==> config.mk <==
export PLATFORM = sky130hd
export DESIGN_NAME = parking_gate_ctrl
export DESIGN_NICKNAME = d
export VERILOG_FILES = /design/src/rtl/parking_gate_ctrl.sv
export SDC_FILE = /design/constraint.sdc
export NUM_CORES = 1
export LEC_CHECK = 0
export BUFFER_PORTS_ARGS = -buffer_cell sky130_fd_sc_hd__buf_2
export CORE_MARGIN = 2
export CORE_UTILIZATION = 53
export DETAILED_ROUTE_END_ITERATION = 7
export PLACE_DENSITY = 0.75
export SKIP_CTS_REPAIR_TIMING = 1
export SYNTH_ARGS = -nofsm -noshare
export SYNTH_HDL_FRONTEND = slang
export SYNTH_SLANG_ARGS = --single-unit
==> constraint.sdc <==
create_clock -name CLK -period 2.9 [get_ports CLK]
set_clock_uncertainty 0.2 [all_clocks]
set_input_delay 0.58 -clock CLK [delete_from_list [all_inputs] [get_ports CLK]]
set_output_delay 0.58 -clock CLK [all_outputs]
set_load 0.01 [all_outputs]
==> src/rtl/parking_gate_ctrl.sv <==
// Entry-gate controller: detects a car at the entry, admits it when a space
// is free, sequences the gate motor (open, hold, close) and tracks occupancy.
// Timing is counted in ticks of an external single-cycle time-base enable.
module parking_gate_ctrl #(
    parameter int CAPACITY   = 8,
    parameter int CNT_W      = 4,
    parameter int MOVE_TICKS = 3,
    parameter int OPEN_TICKS = 10
) (
    input  logic             CLK,
    input  logic             RST_N,
    input  logic             tick,
    input  logic             entry_req,
    input  logic             car_passed,
    input  logic             exit_pulse,
    output logic             door_open,
    output logic             motor_up,
    output logic             motor_down,
    output logic             gate_is_open,
    output logic             denied,
    output logic             full,
    output logic [CNT_W-1:0] occupancy
);

    localparam int MAX_TICKS = (MOVE_TICKS > OPEN_TICKS) ? MOVE_TICKS : OPEN_TICKS;
    localparam int TW        = $clog2(MAX_TICKS + 1);

    localparam logic [TW-1:0]    MOVE_LAST = TW'(MOVE_TICKS - 1);
    localparam logic [TW-1:0]    OPEN_LAST = TW'(OPEN_TICKS - 1);
    localparam logic [CNT_W-1:0] CAP_VAL   = CNT_W'(CAPACITY);

    typedef enum logic [1:0] {
        IDLE,
        OPENING,
        OPEN,
        CLOSING
    } state_t;

    state_t        state, state_nxt;
    logic          entry_req_q;
    logic          entry_rise;
    logic [TW-1:0] tcnt;
    logic          door_open_nxt;
    logic          denied_nxt;
    logic          pass_ev;
    logic          occ_inc;
    logic          occ_dec;

    assign entry_rise = entry_req & ~entry_req_q;
    assign full       = (occupancy == CAP_VAL);
    assign occ_inc    = pass_ev && (occupancy != CAP_VAL);
    assign occ_dec    = exit_pulse && (occupancy != '0);

    // State register
    always_ff @(posedge CLK or negedge RST_N) begin
        if (!RST_N) begin
            state <= IDLE;
        end else begin
            state <= state_nxt;
        end
    end

    // Next-state and pulse decode
    always_comb begin
        state_nxt     = state;
        door_open_nxt = 1'b0;
        denied_nxt    = 1'b0;
        pass_ev       = 1'b0;
        case (state)
            IDLE: begin
                if (entry_rise) begin
                    if (full) begin
                        denied_nxt = 1'b1;
                    end else begin
                        state_nxt     = OPENING;
                        door_open_nxt = 1'b1;
                    end
                end
            end
            OPENING: begin
                if (tick && (tcnt == MOVE_LAST)) begin
                    state_nxt = OPEN;
                end
            end
            OPEN: begin
                // A pass on the final hold tick still counts as a pass
                if (car_passed) begin
                    state_nxt = CLOSING;
                    pass_ev   = 1'b1;
                end else if (tick && (tcnt == OPEN_LAST)) begin
                    state_nxt = CLOSING;
                end
            end
            CLOSING: begin
                if (entry_rise && !full) begin
                    state_nxt     = OPENING;
                    door_open_nxt = 1'b1;
                end else begin
                    if (entry_rise) begin
                        denied_nxt = 1'b1;
                    end
                    if (tick && (tcnt == MOVE_LAST)) begin
                        state_nxt = IDLE;
                    end
                end
            end
            default: begin
                state_nxt = IDLE;
            end
        endcase
    end

    // Tick counter: restarts on every state change, advances on tick
    always_ff @(posedge CLK or negedge RST_N) begin
        if (!RST_N) begin
            tcnt <= '0;
        end else if (state_nxt != state) begin
            tcnt <= '0;
        end else if (tick) begin
            tcnt <= tcnt + 1'b1;
        end
    end

    // Entry edge register
    always_ff @(posedge CLK or negedge RST_N) begin
        if (!RST_N) begin
            entry_req_q <= 1'b0;
        end else begin
            entry_req_q <= entry_req;
        end
    end

    // Occupancy: saturating up/down, simultaneous pass and exit cancel
    always_ff @(posedge CLK or negedge RST_N) begin
        if (!RST_N) begin
            occupancy <= '0;
        end else if (occ_inc && !occ_dec) begin
            occupancy <= occupancy + 1'b1;
        end else if (occ_dec && !occ_inc) begin
            occupancy <= occupancy - 1'b1;
        end
    end

    // Registered outputs, derived from the state being entered
    always_ff @(posedge CLK or negedge RST_N) begin
        if (!RST_N) begin
            door_open    <= 1'b0;
            denied       <= 1'b0;
            motor_up     <= 1'b0;
            motor_down   <= 1'b0;
            gate_is_open <= 1'b0;
        end else begin
            door_open    <= door_open_nxt;
            denied       <= denied_nxt;
            motor_up     <= (state_nxt == OPENING);
            motor_down   <= (state_nxt == CLOSING);
            gate_is_open <= (state_nxt == OPEN);
        end
    end

endmodule

---- After elaboration in Yosys (flattened, before gate mapping) ----
Index checks and enable logic that the tools add are counted.
W data, S select, Z words.
storage, ports and cells
  bits in registers ....................... 16
  input port bits ......................... 6
  output and inout port bits .............. 10
  logic and storage cells ................. 62
cells by class
  $add $sub $neg .......................... 3
  equal/unequal tests ..................... 11
  mux-type cells .......................... 23
  bitwise operators ....................... 2
  reductions and logical operators ........ 14
operator list
  kind                   number
  $mux W4                4
  $mux W2                7
  $mux W1                9
  $add A4 B1 Y4 const B  2
  $eq A2 B2 Y1 const B   4
  $eq A4 B4 Y1 const B   2
  $pmux W2 S4            1
  $logic_and A1 B1 Y1    7
  $eq A2 B1 Y1 const B   2
  $eq A4 B2 Y1 const B   1
  $ne A4 B4 Y1 const B   1
  $pmux W1 S2            2
  $reduce_bool A2 Y1     2
  $reduce_bool A4 Y1     1
  $sub A4 B1 Y4 const B  1
  $logic_not A1 Y1       3
  $logic_not A2 Y1       1
  $ne A2 B2 Y1           1
  $and A1 B1 Y1          1
  $not A1 Y1             1

---- Logic depth before layout (Yosys ltp) ----
  depth in word-level cells ............... 7
  mapped depth ............................ 10
  depth with buffers taken out ............ 10

---- Least setup slack after synthesis ----
Ideal clock, no wire load.
  path kind ............................... register -> register
  start point ............................. register occupancy[1]
  end point ............................... register occupancy[3]
  setup time .............................. 0.080 ns
  arrival ................................. 2.457 ns
  required time ........................... 2.620 ns
  path slack .............................. 0.163 ns
  stages on the path, launching flop included .. 10
  path buffers ............................ 0
  clock period less this slack ............ 2.737 ns
  path through ............................ dfrtp_1 or4b_4 and3_1 ha_1 inv_1 ha_1 a21o_1 a21oi_1 mux2i_1 xnor2_1
between the ends
  longest elaborated chain between the ends .. 5
  elaborated cells between the ends (all ways) .. 13
  those cells by class .................... add/sub (2); eq/ne (1); mux (2); reduce/logical (8)
ends and longest elaborated chain
  element                                                RTL line  RTL
  start: declaration                                     22        output logic [CNT_W-1:0] occupancy
  start signal: assignment                               138       occupancy <= occupancy + 1'b1;
  start signal: assignment                               140       occupancy <= occupancy - 1'b1;
  branches (longest 5 deep; another with $sub A4 B1 Y4)  -
Parallel ways; which one is timed is not known. The select of a mux whose other input is x is not followed.
A chain may end at the register's enable or synchronous reset.

---- Worst setup path after layout ----
  start point ............................. register occupancy[2]
  end point ............................... register occupancy[3]
Same word-level chain as after synthesis.

==> results by group <==
Outcome
  • Outcome: finished with violations
  • Failing checks: hold timing

Yosys
  • Post-synthesis mux area share: 3.10%
  • Post-synth top cells: dfrtp_1 (16), ha_1 (10), inv_1 (7)
  • Synth unique cells: 37
  • Syn nets: 109
  • Count leader, synth: dfrtp_1
  • Post-synthesis compound-gate area fraction: 17.1%
  • Syn_area_per_cell: 11.4 sq um
  • Cell Area, Synth: around 1000 sq um
  • Post-Synth Adder-Cell Area: 13.8%
  • Synth area leaders: dfrtp_1 (38%), ha_1 (12%), nor4_1 (3.6%)
  • Post-Synth XOR/XNOR Area: 5.01%
  • Top cell type's share of synthesized area: a little under two fifths
  • Number of synthesized flops with an enable pin: 0
  • Async SR Flop Fraction: 100%
  • Post-Synthesis Cells: 92
  • Yosys reg bits: 16
  • Largest family of logic cells by synthesized area: simple AND/OR/NAND/NOR gates
  • Synth warnings: 0
  • Seq/Total Area, Yosys: 38.2%
  • Cell taking the most area after synthesis: dfrtp_1
  • Simple-gate share of the synthesized area: 19.8%
  • Main synth FF type: dfrtp_1

Worst setup path
  • Cell repeated most along the worst path: ha_1
  • CP required: 2910 ps
  • CP Capture Type: flip-flop
  • Crit path launch type: flip-flop
  • WP buf/inv: 1
  • CP Launch Point: occupancy[2]
  • Max Fanout on Critical Path: 5
  • CP cell instances: or4b_4 -> and3_1 -> ha_1 -> inv_1 -> ha_1 -> a21o_1 -> a21oi_1 -> mux2i_1 -> xnor2_1
  • Crit path max-delay family: simple AND/OR/NAND/NOR gates
  • Arr. time, crit path: 2770 ps
  • Setup CP Type: flip-flop to flip-flop
  • Crit Reg-Reg Startpoint: occupancy[2]
  • CP max stage cell: or4b_4
  • Biggest cell delay along the critical path: 540 ps

Clocking
  • Clk sinks: 16
  • Clock Pin Slew Worst Setup and Hold Paths: about 90 ps
  • CTS root buf: clkbuf_4
  • Clock Latency Late Sink: 280 ps
  • Maximum clock insertion buffer count: 2
  • Num CTS Buffers: 3
  • TritonCTS clock tree: built
  • CTS H-tree depth: 1

Routing
  • DR pass1 iterations: 4
  • Vias: ~800
  • Vias per cell: 5.80
  • Post-Route WL: 2000 microns
  • DRC: 0
  • WL per Instance: 14.5 microns
  • DR iter-0 viols: 23
  • ANT nets after route: 0

Cells and area
  • Layout area overhead: 13.5%
  • Ratio of cells with drive above 1 in the final layout: 28.8%
  • Post-route insts no fill: 138
  • Fin nets: 130
  • Diode count: 0

Die
  • Core area: 1920 sq um
  • Initial core utilization: 54.6%
  • FP Rows: 16
  • DIE AREA: roughly 2400 sq um
  • Die Width: 48.5 microns
  • Die height: 48.5 microns
  • Num ports: 16

Timing
  • Final TNS setup: 0 ps
  • Fin crit period: 2750 ps
  • Worst hold margin: -9.06 ps
  • Fin crit share: 95.0%
  • Final Max Slew Viols: 0
  • RSZ-0062 raised after global routing: false
  • Final hold violations: 16
  • Worst-Margin Slew: roughly 390 ps
  • Slew margin rel.: 74.1%
  • Max Clk Rate: between 300 and 400 MHz
  • Final setup violation count: 0

Placed design
  • GP Congestion: roughly 0.83
  • IO buf count: 15
  • Placed Cells: 135
  • Detailed Place HPWL: 1550 microns

Power
  • Flop pwr share: 33.4%
  • Max VDD drop: around 0.00061 V
  • Sw power: 499 uW
  • Switching part of the total: 43.2%
  • Leakage: about 0.57 nW
  • Combinational share of power: 56.8%
  • Cell Int Power: around 660 uW
  • PD cells: 971 nW/um^2
  • Clock power share: around a tenth

Global routing
  • Largest net degree at the start of global routing: 17
  • Remaining global-route overflow: 0
  • Overall Global Routing Usage: 19.4%
  • First-pass GRT wire length: 3620 microns
  • Antenna violations before repair: 0
  • Vias in the first global route: 840

Flow run
  • Max-Cap Viols: 0

Hold path
  • Worst hold path class: primary input to async pin
==> registers in the layout (all words and copies together) (netlist names) <==
name,count
denied,1
door_open,1
entry_req_q,1
gate_is_open,1
motor_down,1
motor_up,1
occupancy,4
state,2
tcnt,4
==> cell usage in the layout (no fill, tap or decap), types with 2 or more instances in the layout <==
cell	synthesis	final
nand2b_1	2	2
nor2_1	5	5
inv_1	7	7
nand2_1	3	3
o21ai_0	2	2
a21oi_1	5	5
nor4_1	6	6
buf_2	1	15
buf_4	0	2
a21o_1	2	2
xor2_1	2	2
o211a_1	3	3
mux2_2	2	2
xnor2_1	4	4
ha_1	10	10
clkbuf_4	0	3
dfrtp_1	16	16
==> logic make-up (layout without fill, tap and decap cells) <==
group,count (synthesis),in the layout
flops,16,16
mux,3,3
buf+inv,8,27
xor+xnor,6,6
simple gates,28,28
fa+ha+maj,11,11
compound gates,20,20
==> metal layers <==
layer,vias to the layer above,routed length [microns],GRT usage [%]
met5,-,0,0
met4,0,22,5.71
met3,4,61,2.78
met2,16,958,33.1
met1,398,956,25.9
li1,383,-,-
==> power by group through the flow <==
stage / Sequential (mW) / Clock (mW) / Combinational (mW)
3_3_place_gp: 0.384 / 0 / 0.631
4_1_cts: 0.385 / 0.117 / 0.658
6_report: 0.386 / 0.113 / 0.657
3_5_place_dp: 0.388 / 0 / 0.653
2_1_floorplan: 0.413 / 0 / 0.444
5_1_grt: 0.398 / 0.126 / 0.736
==> per-stage QoR <==
step	total power [mW]	worst slack (ps)	instance area (sq um)	utilization [%]
2_1_floorplan	0.857	163	1050	-
3_3_place_gp	1.02	226	1170	60.7
3_5_place_dp	1.04	145	1170	60.7
4_1_cts	1.16	136	1190	61.9
5_1_grt	1.26	32.0	1190	61.9
6_report	1.16	145	1190	61.9
==> final cells by class <==
| class | count | area (sq um) |
|---|---|---|
| Fill cell | 177 | 732 |
| Multi-Input combinational cell | 68 | 617 |
| Sequential cell | 16 | 400 |
| Timing Repair Buffer | 17 | 90.1 |
| Tap cell | 27 | 33.8 |
| Inverter | 7 | 26.3 |
| Clock buffer | 3 | 22.5 |
==> worst paths after layout <==
| check | endpoint | depth (start not counted) | slack (ps) |
|---|---|---|---|
| max reg2reg | occupancy[3] | 9 | 150 |
| max in group asynchronous | tcnt[3] | 1 | 2260 |
| min reg2reg | occupancy[3] | 1 | 340 |
| min | occupancy[2] | 1 | -9 |
| min in group CLK | entry_req_q | 1 | 230 |
| max | occupancy[3] | 9 | 150 |
Power figures use the tool's default switching activity.
